==> src/rtl/ysyx_23060236_mdu_if.sv <==
// Op/result handshake bundle between the execute stage and the iterative M-extension unit.
interface ysyx_23060236_mdu_if #(
    parameter int unsigned XLEN = 32,
    parameter int unsigned RD_W = 4
);
    logic            in_valid;
    logic            in_ready;
    logic [2:0]      funct3;
    logic [XLEN-1:0] src1;
    logic [XLEN-1:0] src2;
    logic [RD_W-1:0] rd;
    logic            out_valid;
    logic            out_ready;
    logic [RD_W-1:0] out_rd;
    logic [XLEN-1:0] out_val;

    modport master (output in_valid, funct3, src1, src2, rd, out_ready,
                    input  in_ready, out_valid, out_rd, out_val);
    modport slave  (input  in_valid, funct3, src1, src2, rd, out_ready,
                    output in_ready, out_valid, out_rd, out_val);
endinterface

==> src/rtl/ysyx_23060236_mdu.sv <==
// Iterative RV32M multiply/divide unit: shift-add multiply, restoring divide, sign fix-up.
// Define YSYX_23060236_MDU_FASTMUL_EN for a single-cycle combinational multiply.
module ysyx_23060236_mdu #(
    parameter int unsigned XLEN     = 32,
    parameter int unsigned MUL_STEP = 1,
    parameter int unsigned RD_W     = 4
) (
    input  logic               clock,
    input  logic               reset,
    input  logic               flush,
    output logic               busy,
    ysyx_23060236_mdu_if.slave bus
);
    localparam int unsigned W2    = 2 * XLEN;
    localparam int unsigned CNT_W = $clog2(XLEN + 1);
`ifndef YSYX_23060236_MDU_FASTMUL_EN
    localparam int unsigned MUL_N = XLEN / MUL_STEP;
`endif

    typedef enum logic [1:0] {S_IDLE, S_BUSY, S_FIX, S_DONE} state_e;

    state_e          state_q, state_d;
    logic [2:0]      op_q, op_d;
    logic [RD_W-1:0] rd_q, rd_d;
    logic [XLEN-1:0] opnd_q, opnd_d;
    logic [W2-1:0]   acc_q, acc_d;
    logic [CNT_W-1:0] cnt_q, cnt_d;
    logic            neg_q, neg_d, rneg_q, rneg_d;
    logic            out_valid_q, out_valid_d;
    logic            in_ready_q, in_ready_d;
    logic            busy_q, busy_d;
    logic [XLEN-1:0] out_val_q, out_val_d;
    logic [RD_W-1:0] out_rd_q, out_rd_d;

    // Operand signedness, magnitudes and divide special cases at accept
    logic            is_div, sgn1, sgn2, neg1, neg2, div_zero, div_ovf;
    logic [XLEN-1:0] mag1, mag2;
    always_comb begin
        is_div   = bus.funct3[2];
        sgn1     = is_div ? ~bus.funct3[0] : (bus.funct3[1:0] == 2'b01 || bus.funct3[1:0] == 2'b10);
        sgn2     = is_div ? ~bus.funct3[0] : (bus.funct3[1:0] == 2'b01);
        neg1     = sgn1 & bus.src1[XLEN-1];
        neg2     = sgn2 & bus.src2[XLEN-1];
        mag1     = neg1 ? -bus.src1 : bus.src1;
        mag2     = neg2 ? -bus.src2 : bus.src2;
        div_zero = is_div && (bus.src2 == '0);
        div_ovf  = is_div && !bus.funct3[0] && (bus.src1 == {1'b1, {(XLEN-1){1'b0}}})
                   && (bus.src2 == {XLEN{1'b1}});
    end

`ifndef YSYX_23060236_MDU_FASTMUL_EN
    // MUL_STEP shift-add iterations per cycle; multiplier sits in the low half of acc
    logic [XLEN:0]   mhi;
    logic [W2-1:0]   mul_nxt;
    always_comb begin
        mhi     = '0;
        mul_nxt = acc_q;
        for (int k = 0; k < MUL_STEP; k++) begin
            mhi     = {1'b0, mul_nxt[W2-1:XLEN]} + (mul_nxt[0] ? {1'b0, opnd_q} : (XLEN+1)'(0));
            mul_nxt = {mhi, mul_nxt[XLEN-1:1]};
        end
    end
`endif

    // One restoring divide step: acc = {remainder, dividend/quotient}
    logic [W2:0]     dsh;
    logic [XLEN:0]   dhi;
    logic [W2-1:0]   div_nxt;
    always_comb begin
        dsh = {acc_q, 1'b0};
        dhi = dsh[W2:XLEN];
        if (dhi >= {1'b0, opnd_q}) begin
            dhi    = dhi - {1'b0, opnd_q};
            dsh[0] = 1'b1;
        end
        div_nxt = {dhi[XLEN-1:0], dsh[XLEN-1:0]};
    end

    // Sign fix-up and result selection
    logic [W2-1:0]   prod;
    logic [XLEN-1:0] quo, rem, res;
    always_comb begin
        prod = neg_q  ? -acc_q : acc_q;
        quo  = neg_q  ? -acc_q[XLEN-1:0] : acc_q[XLEN-1:0];
        rem  = rneg_q ? -acc_q[W2-1:XLEN] : acc_q[W2-1:XLEN];
        res  = '0;
        case (op_q)
            3'b000:                 res = prod[XLEN-1:0];
            3'b001, 3'b010, 3'b011: res = prod[W2-1:XLEN];
            3'b100, 3'b101:         res = quo;
            default:                res = rem;
        endcase
    end

    always_comb begin
        state_d   = state_q;
        op_d      = op_q;
        rd_d      = rd_q;
        opnd_d    = opnd_q;
        acc_d     = acc_q;
        cnt_d     = cnt_q;
        neg_d     = neg_q;
        rneg_d    = rneg_q;
        out_val_d = out_val_q;
        out_rd_d  = out_rd_q;
        case (state_q)
            S_IDLE: if (bus.in_valid && !flush) begin
                op_d  = bus.funct3;
                rd_d  = bus.rd;
                neg_d = neg1 ^ neg2;
                if (is_div) begin
                    opnd_d  = mag2;
                    rneg_d  = neg1;
                    acc_d   = {XLEN'(0), mag1};
                    cnt_d   = CNT_W'(XLEN - 1);
                    state_d = S_BUSY;
                    // Special results are preloaded as {remainder, quotient}
                    if (div_zero) begin
                        acc_d   = {bus.src1, {XLEN{1'b1}}};
                        neg_d   = 1'b0;
                        rneg_d  = 1'b0;
                        state_d = S_FIX;
                    end else if (div_ovf) begin
                        acc_d   = {XLEN'(0), bus.src1};
                        neg_d   = 1'b0;
                        rneg_d  = 1'b0;
                        state_d = S_FIX;
                    end
                end else begin
                    rneg_d = 1'b0;
`ifdef YSYX_23060236_MDU_FASTMUL_EN
                    acc_d   = W2'(mag1) * W2'(mag2);
                    state_d = S_FIX;
`else
                    opnd_d  = mag1;
                    acc_d   = {XLEN'(0), mag2};
                    cnt_d   = CNT_W'(MUL_N - 1);
                    state_d = S_BUSY;
`endif
                end
            end
            S_BUSY: begin
`ifdef YSYX_23060236_MDU_FASTMUL_EN
                acc_d = div_nxt;
`else
                acc_d = op_q[2] ? div_nxt : mul_nxt;
`endif
                if (cnt_q == '0) state_d = S_FIX;
                else             cnt_d   = cnt_q - 1'b1;
            end
            S_FIX: begin
                out_val_d = res;
                out_rd_d  = rd_q;
                state_d   = S_DONE;
            end
            S_DONE: if (bus.out_ready) state_d = S_IDLE;
            default: state_d = S_IDLE;
        endcase
        if (flush) state_d = S_IDLE;
        out_valid_d = (state_d == S_DONE);
        in_ready_d  = (state_d == S_IDLE);
        busy_d      = (state_d != S_IDLE);
    end

    always_ff @(posedge clock) begin
        if (reset) begin
            state_q     <= S_IDLE;
            op_q        <= '0;
            rd_q        <= '0;
            opnd_q      <= '0;
            acc_q       <= '0;
            cnt_q       <= '0;
            neg_q       <= 1'b0;
            rneg_q      <= 1'b0;
            out_valid_q <= 1'b0;
            in_ready_q  <= 1'b1;
            busy_q      <= 1'b0;
            out_val_q   <= '0;
            out_rd_q    <= '0;
        end else begin
            state_q     <= state_d;
            op_q        <= op_d;
            rd_q        <= rd_d;
            opnd_q      <= opnd_d;
            acc_q       <= acc_d;
            cnt_q       <= cnt_d;
            neg_q       <= neg_d;
            rneg_q      <= rneg_d;
            out_valid_q <= out_valid_d;
            in_ready_q  <= in_ready_d;
            busy_q      <= busy_d;
            out_val_q   <= out_val_d;
            out_rd_q    <= out_rd_d;
        end
    end

    assign bus.in_ready  = in_ready_q;
    assign bus.out_valid = out_valid_q;
    assign bus.out_val   = out_val_q;
    assign bus.out_rd    = out_rd_q;
    assign busy          = busy_q;
endmodule

==> src/flat_wrapper.sv <==
// flat-port wrapper written by rule: the top's interface ports become plain ports
module ysyx_23060236_mdu_flat 
#(
    parameter int unsigned XLEN     = 32,
    parameter int unsigned MUL_STEP = 1,
    parameter int unsigned RD_W     = 4
)
  (clock, reset, flush, busy, bus_in_valid, bus_funct3, bus_src1, bus_src2, bus_rd, bus_out_ready, bus_in_ready, bus_out_valid, bus_out_rd, bus_out_val);
  ysyx_23060236_mdu_if #(.XLEN(XLEN), .RD_W(RD_W)) bus_i ();
  input  logic clock;
  input  logic reset;
  input  logic flush;
  output logic busy;
  input wire logic [$bits(bus_i.in_valid)-1:0] bus_in_valid;
  input wire logic [$bits(bus_i.funct3)-1:0] bus_funct3;
  input wire logic [$bits(bus_i.src1)-1:0] bus_src1;
  input wire logic [$bits(bus_i.src2)-1:0] bus_src2;
  input wire logic [$bits(bus_i.rd)-1:0] bus_rd;
  input wire logic [$bits(bus_i.out_ready)-1:0] bus_out_ready;
  output wire logic [$bits(bus_i.in_ready)-1:0] bus_in_ready;
  output wire logic [$bits(bus_i.out_valid)-1:0] bus_out_valid;
  output wire logic [$bits(bus_i.out_rd)-1:0] bus_out_rd;
  output wire logic [$bits(bus_i.out_val)-1:0] bus_out_val;
  assign bus_i.in_valid = bus_in_valid;
  assign bus_i.funct3 = bus_funct3;
  assign bus_i.src1 = bus_src1;
  assign bus_i.src2 = bus_src2;
  assign bus_i.rd = bus_rd;
  assign bus_i.out_ready = bus_out_ready;
  assign bus_in_ready = bus_i.in_ready;
  assign bus_out_valid = bus_i.out_valid;
  assign bus_out_rd = bus_i.out_rd;
  assign bus_out_val = bus_i.out_val;
  ysyx_23060236_mdu #(.XLEN(XLEN), .MUL_STEP(MUL_STEP), .RD_W(RD_W)) u_core (.clock(clock), .reset(reset), .flush(flush), .busy(busy), .bus(bus_i));
endmodule
==> config.mk <==
export PLATFORM = sky130hd
export DESIGN_NAME = ysyx_23060236_mdu_flat
export DESIGN_NICKNAME = d
export VERILOG_FILES = /design/src/rtl/ysyx_23060236_mdu_if.sv /design/src/rtl/ysyx_23060236_mdu.sv /design/src/flat_wrapper.sv
export SDC_FILE = /design/constraint.sdc
export NUM_CORES = 1
export LEC_CHECK = 0
export ABC_AREA = 1
export BUFFER_PORTS_ARGS = -buffer_cell sky130_fd_sc_hd__buf_2
export CAP_MARGIN = 20
export CORE_ASPECT_RATIO = 0.8
export CORE_MARGIN = 10
export CORE_UTILIZATION = 40
export DETAILED_ROUTE_END_ITERATION = 6
export GPL_TIMING_DRIVEN = 0
export PLACE_DENSITY = 0.52
export SETUP_SLACK_MARGIN = 0.02
export SLEW_MARGIN = 5
export SYNTH_ARGS = -nofsm -noshare
export SYNTH_HDL_FRONTEND = slang
export SYNTH_SLANG_ARGS = --single-unit
==> constraint.sdc <==
create_clock -name clock -period 4.55 [get_ports clock]
set_input_delay 0.2275 -clock clock [delete_from_list [all_inputs] [get_ports clock]]
set_output_delay 0.2275 -clock clock [all_outputs]
set_load 0.01 [all_outputs]
==> impl_metrics.json, run 1 <==
{
  "cpLargestDelayFamily": "simple AND/OR/NAND/NOR gates",
  "critPathLaunchType": "flip-flop",
  "io_buffers": 113,
  "cp_max_fo": 10,
  "cts.sinks": 152,
  "synth_top_area_share_pct": 17.88,
  "cts_buffer_depth": 2,
  "crit_type": "flip-flop to flip-flop",
  "cp-end-kind": "flip-flop",
  "fin_cells": 4003,
  "synth-edff-count": 0,
  "grt_pass1_wl_mm": 146.5,
  "hold_depth": 4,
  "mostFrequentLayoutCells": "nand2_1, inv_1, nor2_1, nand3_1, a21oi_1",
  "rr_worst_depth": 12,
  "crit_required_ns": 4.89,
  "drt-vias-per-instance": 5.977,
  "grt_overflow": 0,
  "nFillCells": 5026,
  "nets": 3534,
  "clkSlewWorstSetupHoldPaths_ns": 0.08,
  "seqPwrFrac_pct": 26.6,
  "rows": 69,
  "finalCriticalPeriod_ns": 3.472,
  "drive_gt1_share_pct": 7.799,
  "maxSlewHeadroom_pct": 29.85,
  "ys_types": 59,
  "dp.cells": 3965,
  "grt_max_degree": 19,
  "power.switching_w": 0.003187,
  "cp_slowest_cell": "dfxtp_1",
  "async_flop_share_pct": 0,
  "path_cells": "ha_1 > nand2_1 > nor2_1 > nand2_1 > nor2_1 > nand2_4 > nand2_4 > buf_12 > buf_6 > nand4_1 > nand4_1 > a21oi_1",
  "yosysTopAreaCell": "nand2_1",
  "synthTopCellsByArea": "nand2_1, dfxtp_1, inv_1",
  "synth_nets": 3397,
  "die_x_um": 256.8,
  "cp_num_buf_inv": 2,
  "first_iter_violations": 3706,
  "ant_nets": 0,
  "routed_wl_mm": 103.5,
  "p_sw_share_pct": 51.33,
  "detail_route.wl_per_cell_um": 25.86,
  "p_leak_nw": 9.954,
  "critPathArrivalTime_ns": 3.81,
  "io_pins": 115,
  "worstMarginPinSlew_ns": 1.052,
  "placed_cell_area_mm2": 0.01928,
  "ys_seq_area_share_pct": 16.95,
  "fin_area_mm2": 0.01992,
  "dieArea_mm2": 0.05380,
  "worstSkewPairLatency_ns": 0.46,
  "slowest_delay_ns": 0.96,
  "postCtsSetupBuffers": 0,
  "fmax_mhz": 288.0,
  "hpwl_mm": 85.59,
  "cp_num_cells": 12,
  "grt_use_total_pct": 36.59,
  "htreeDepth": 4,
  "synthFlopType": "dfxtp_1",
  "netlist_instances": 3248,
  "gp_congestion": 1.065,
  "internal_power_w": 0.003022,
  "finalHoldViolations": 0,
  "syn_to_final_growth_pct": 10.99,
  "drc": 0,
  "antenna_found_initial": 5,
  "first_pass_iters": 6,
  "start_util_pct": 40.45,
  "cts_made_buffers": 17,
  "status": "finished, final reports clean",
  "pwr-share-clk_pct": 24.1,
  "period_share_pct": 76.31,
  "cts_tree": "done",
  "syn_area_per_cell_um2": 5.526,
  "holdCritPathClass": "input pin to flip-flop",
  "rsz0062_at_grt": "no",
  "pwr-share-comb_pct": 49.3,
  "die_h_um": 209.5,
  "ys_ff_latch": 152,
  "grt_pass1_vias": 21132,
  "cts_root_buffer": "clkbuf_16",
  "num_vias": 23927,
  "fin_skew_ns": 0.01276,
  "coreArea_mm2": 0.04438,
  "hold_buffers": 4,
  "maxCapViolCount": 0,
  "drv_slew": 0,
  "cts.repair.resized": 0,
  "power.density_mw_per_mm2": 311.7,
  "ir_drop_mv": 0.3039,
  "synth_area_mm2": 0.01795,
  "setup_tns_ns": 0,
  "ys.warnings.count": 0,
  "final_common_cell": "nand2_1",
  "setup_viol": 0
}
==> power by group through the flow <==
stage	Sequential, W	Clock [W]	Combinational, W
2_1_floorplan	0.00155	0	0.00189
3_3_place_gp	0.00166	0	0.00289
3_5_place_dp	0.00166	0	0.00290
4_1_cts	0.00163	0.00149	0.00291
5_1_grt	0.00164	0.00155	0.00324
6_report	0.00165	0.00150	0.00306
==> through the flow <==
step | total power, W | setup WS (ns) | hold slack [ns] | util [%]
2_1_floorplan | 0.003439 | 2.181 | 0.3402 | -
3_3_place_gp | 0.004543 | 0.9071 | 0.4270 | 43.42
3_5_place_dp | 0.004554 | 1.338 | 0.4362 | 43.44
4_1_cts | 0.006034 | 1.325 | 0.05419 | 44.88
5_1_grt | 0.006437 | 0.9811 | 0.08961 | 44.88
6_report | 0.006209 | 1.078 | 0.07160 | 44.89
==> sequential cells by signal, summed over array words and instances (netlist names) <==
register	cells
u_core.cnt_q	6
u_core.acc_q	64
u_core.state_q	2
u_core.opnd_q	32
u_core.rd_q	4
u_core.rneg_q	1
u_core.op_q	3
u_core.busy	1
u_core.neg_q	1
u_core.bus.in_ready	1
u_core.bus.out_valid	1
u_core.bus.out_rd	4
u_core.bus.out_val	32
==> kinds of logic (layout without fill, tap and decap cells) <==
family	count (synthesis)	in the layout	share of synthesized area (%)
compound gates	635	635	19.89
buf+inv	612	762	13.28
simple gates	1675	1675	39.78
fa+ha+maj	73	73	5.172
other cells	0	2	0
xor+xnor	101	101	4.928
flops	152	152	16.95
==> synth_stat cells (31+ instances only) <==
| library cell | n |
|---|---|
| nand2_1 | 855 |
| inv_1 | 477 |
| nor2_1 | 377 |
| nand3_1 | 261 |
| a21oi_1 | 240 |
| o21ai_0 | 234 |
| dfxtp_1 | 152 |
| xor2_1 | 89 |
| clkbuf_1 | 80 |
| ha_1 | 71 |
| nand4_1 | 46 |
| nor3_1 | 40 |
| o211ai_1 | 31 |
==> area by class of cell <==
class,count,area [um^2],area share (%)
flip-flops and latches,152,3043,15.27
multi-input cells,2484,12520,62.86
inverters,496,1862,9.346
well taps,603,754.5,3.787
repair buffers,118,613.1,3.078
clock buffers,17,425.4,2.135
diodes,2,5.005,0.02512
plain buffers,116,521.8,2.619
clock inverters,15,173.9,0.8730
==> final timing paths <==
kind         slack, ns                   end              from
max reg2reg       1.08      u_core.acc_q[50]  u_core.acc_q[49]
min               0.07  u_core.bus.out_valid             flush
max               1.08      u_core.acc_q[50]  u_core.acc_q[49]
min reg2reg       0.45  u_core.bus.out_rd[0]    u_core.rd_q[0]
==> worst min-delay path: stages <==
cell and delay, ns:
buf_2 0.10, nor2_1 0.06, nand2_1 0.06, nor2_1 0.04
==> metal layers <==
layer,vias to the layer above,wire [um],track usage (%)
li1,10792,-,-
met1,11125,43090,50.18
met2,1736,40650,51.60
met3,270,14610,11.41
met4,4,5155,15.54
met5,-,27,0
Power figures use the tool's default switching activity.
==> run 2, diff against run 1 <==
==> constraint.sdc (replaced) <==
create_clock -name clock -period 3.4 [get_ports clock]
set_input_delay 0.17 -clock clock [delete_from_list [all_inputs] [get_ports clock]]
set_output_delay 0.17 -clock clock [all_outputs]
set_load 0.01 [all_outputs]
==> run 2 against run 1 <==
Net effect: clock power grew 34%; largest power group unchanged; setup slack got worse by 0.95 ns; critical endpoint unchanged; via count fell by 0.38%; non-clock buffer count up 1; critical path type unchanged; maximum frequency increased by 6.0%; register-to-register slack worse by 0.95 ns; routed wire length fell by 0.22%; flip-flop and latch count unchanged; hold slack lost 0.047 ns; global-route usage about the same.
==> impl_metrics.json, run 2 (same netlist as run 1, synthesis figures left out) <==
{
  "num_vias": 23836,
  "largest_reg_flops": 64,
  "io_buffers": 113,
  "antenna_found_initial": 5,
  "cp-end-kind": "flip-flop",
  "drc": 0,
  "critPathArrivalTime_ns": 3.67,
  "finalHoldViolations": 0,
  "clkSlewWorstSetupHoldPaths_ns": 0.08,
  "p_leak_nw": 9.969,
  "cp_num_buf_inv": 5,
  "gp_congestion": 1.065,
  "dieArea_mm2": 0.05380,
  "cts_root_buffer": "clkbuf_16",
  "io_pins": 115,
  "crit_type": "flip-flop to flip-flop",
  "cts_made_buffers": 17,
  "worstMarginPinSlew_ns": 1.097,
  "power.density_mw_per_mm2": 416.7,
  "ir_drop_mv": 0.4082,
  "drive_gt1_share_pct": 7.914,
  "status": "finished, final reports clean",
  "cts_buffer_depth": 2,
  "finalCriticalPeriod_ns": 3.275,
  "cp_slowest_cell": "dfxtp_1",
  "path_cells": "ha_1 > nand2_1 > inv_1 > nand2_1 > nand3_1 > inv_1 > nand2_1 > inv_1 > nand2_2 > nand2_4 > nand2_4 > buf_12 > buf_6 > nand4_1 > nand4_1 > a21oi_1",
  "cts.sinks": 152,
  "cpLargestDelayFamily": "simple AND/OR/NAND/NOR gates",
  "rows": 69,
  "ant_nets": 0,
  "nets": 3535,
  "drv_slew": 0,
  "coreArea_mm2": 0.04438,
  "worstSkewPairLatency_ns": 0.46,
  "die_h_um": 209.5,
  "htreeDepth": 4,
  "grt_max_degree": 19,
  "syn_to_final_growth_pct": 11.07,
  "regArea_mm2": 0.003044,
  "detail_route.wl_per_cell_um": 25.80,
  "slowest_delay_ns": 0.86,
  "routed_wl_mm": 103.3,
  "grt_pass1_wl_mm": 146.5,
  "maxCapViolCount": 0,
  "start_util_pct": 40.45,
  "grt_pass1_vias": 21135,
  "fin_skew_ns": 0.01648,
  "first_pass_iters": 6,
  "nFillCells": 5028,
  "hpwl_mm": 85.59,
  "fmax_mhz": 305.3,
  "holdCritPathClass": "input pin to flip-flop",
  "final_common_cell": "nand2_1",
  "crit_required_ns": 3.79,
  "setup_tns_ns": 0,
  "cp_max_fo": 10,
  "critPathLaunchType": "flip-flop",
  "grt_use_total_pct": 36.59,
  "total_power_w": 0.008307,
  "first_iter_violations": 3457,
  "regMostFlops": "u_core.acc_q",
  "rsz0062_at_grt": "yes",
  "die_x_um": 256.8,
  "grt_overflow": 0,
  "mostFrequentLayoutCells": "nand2_1, inv_1, nor2_1, nand3_1, a21oi_1",
  "maxSlewHeadroom_pct": 26.89,
  "drt-vias-per-instance": 5.953,
  "multi_input_area_mm2": 0.01252,
  "cts_tree": "done",
  "period_share_pct": 96.33,
  "setup_viol": 0
}
==> run 2: cell types whose count changed in the layout (fill, tap and decap cells not counted), sizes merged <==
cell | before | now
dlygate4sd3 | 4 | 5
clkbuf | 97 | 99
buf | 150 | 148
==> run 2: layout make-up <==
class / count / area share [%]
Antenna cell: 2 / 0.02510
Buffer: 116 / 2.636
Clock buffer: 17 / 2.134
Clock inverter: 15 / 0.8724
Inverter: 496 / 9.339
Multi-Input combinational cell: 2484 / 62.82
Sequential cell: 152 / 15.27
Tap cell: 603 / 3.784
Timing Repair Buffer: 119 / 3.125
==> run 2: final timing paths <==
check | depth (start not counted) | end | startpoint | slack (ns)
setup / recovery | 16 | u_core.acc_q[50] | u_core.acc_q[46] | 0.12
hold / removal | 3 | u_core.opnd_q[0] | bus_src1[0] | 0.02
setup reg to reg | 16 | u_core.acc_q[50] | u_core.acc_q[46] | 0.12
hold reg to reg | 2 | u_core.bus.out_rd[0] | u_core.rd_q[0] | 0.46
==> run 2: per-layer routing <==
layer,part of all wire [%],GRT usage [%],vias up
li1,-,-,10797
met3,15,11.41,278
met2,39,51.60,1739
met4,4.9,15.54,4
met5,0.026,0,-
met1,41,50.19,11018
==> run 2: tightest hold or removal path, delay by kind of cell <==
| kind | cells | cell delay (ns) |
|---|---|---|
| buf+inv | 1 | 0.13 |
| simple gates | 1 | 0.07 |
| compound gates | 1 | 0.06 |
==> run 2: report_power, final <==
| group | leakage, nW | internal [W] | switching (W) |
|---|---|---|---|
| combinational | 8.43 | 0.00114 | 0.00295 |
| sequential | 1.25 | 0.00191 | 0.000299 |
| clock | 0.294 | 0.000995 | 0.00101 |
==> run 2: what timing repair did <==
| item | 4_1_cts | 5_1_grt |
|---|---|---|
| hold endpoints to repair | 5 | 0 |
| hold buffers | 5 | 0 |
| endpoints found under the setup margin | 0 | 13 |
| gates resized for setup | 0 | 5 |
| buffers inserted | 0 | 0 |
==> run 2: through the flow <==
step	instances	instance area (um^2)	hold WS, ns	setup WS (ns)	util [%]
after floorplan	3248	17950	0.2827	1.031	-
after global routing	4002	19930	0.03924	0.006961	44.92
after detailed placement	3965	19280	0.3787	0.1877	43.44
after CTS	4002	19930	0.01726	0.1748	44.91
final	4004	19940	0.02446	0.1248	44.93
after global placement	3964	19270	0.3695	-0.2429	43.42
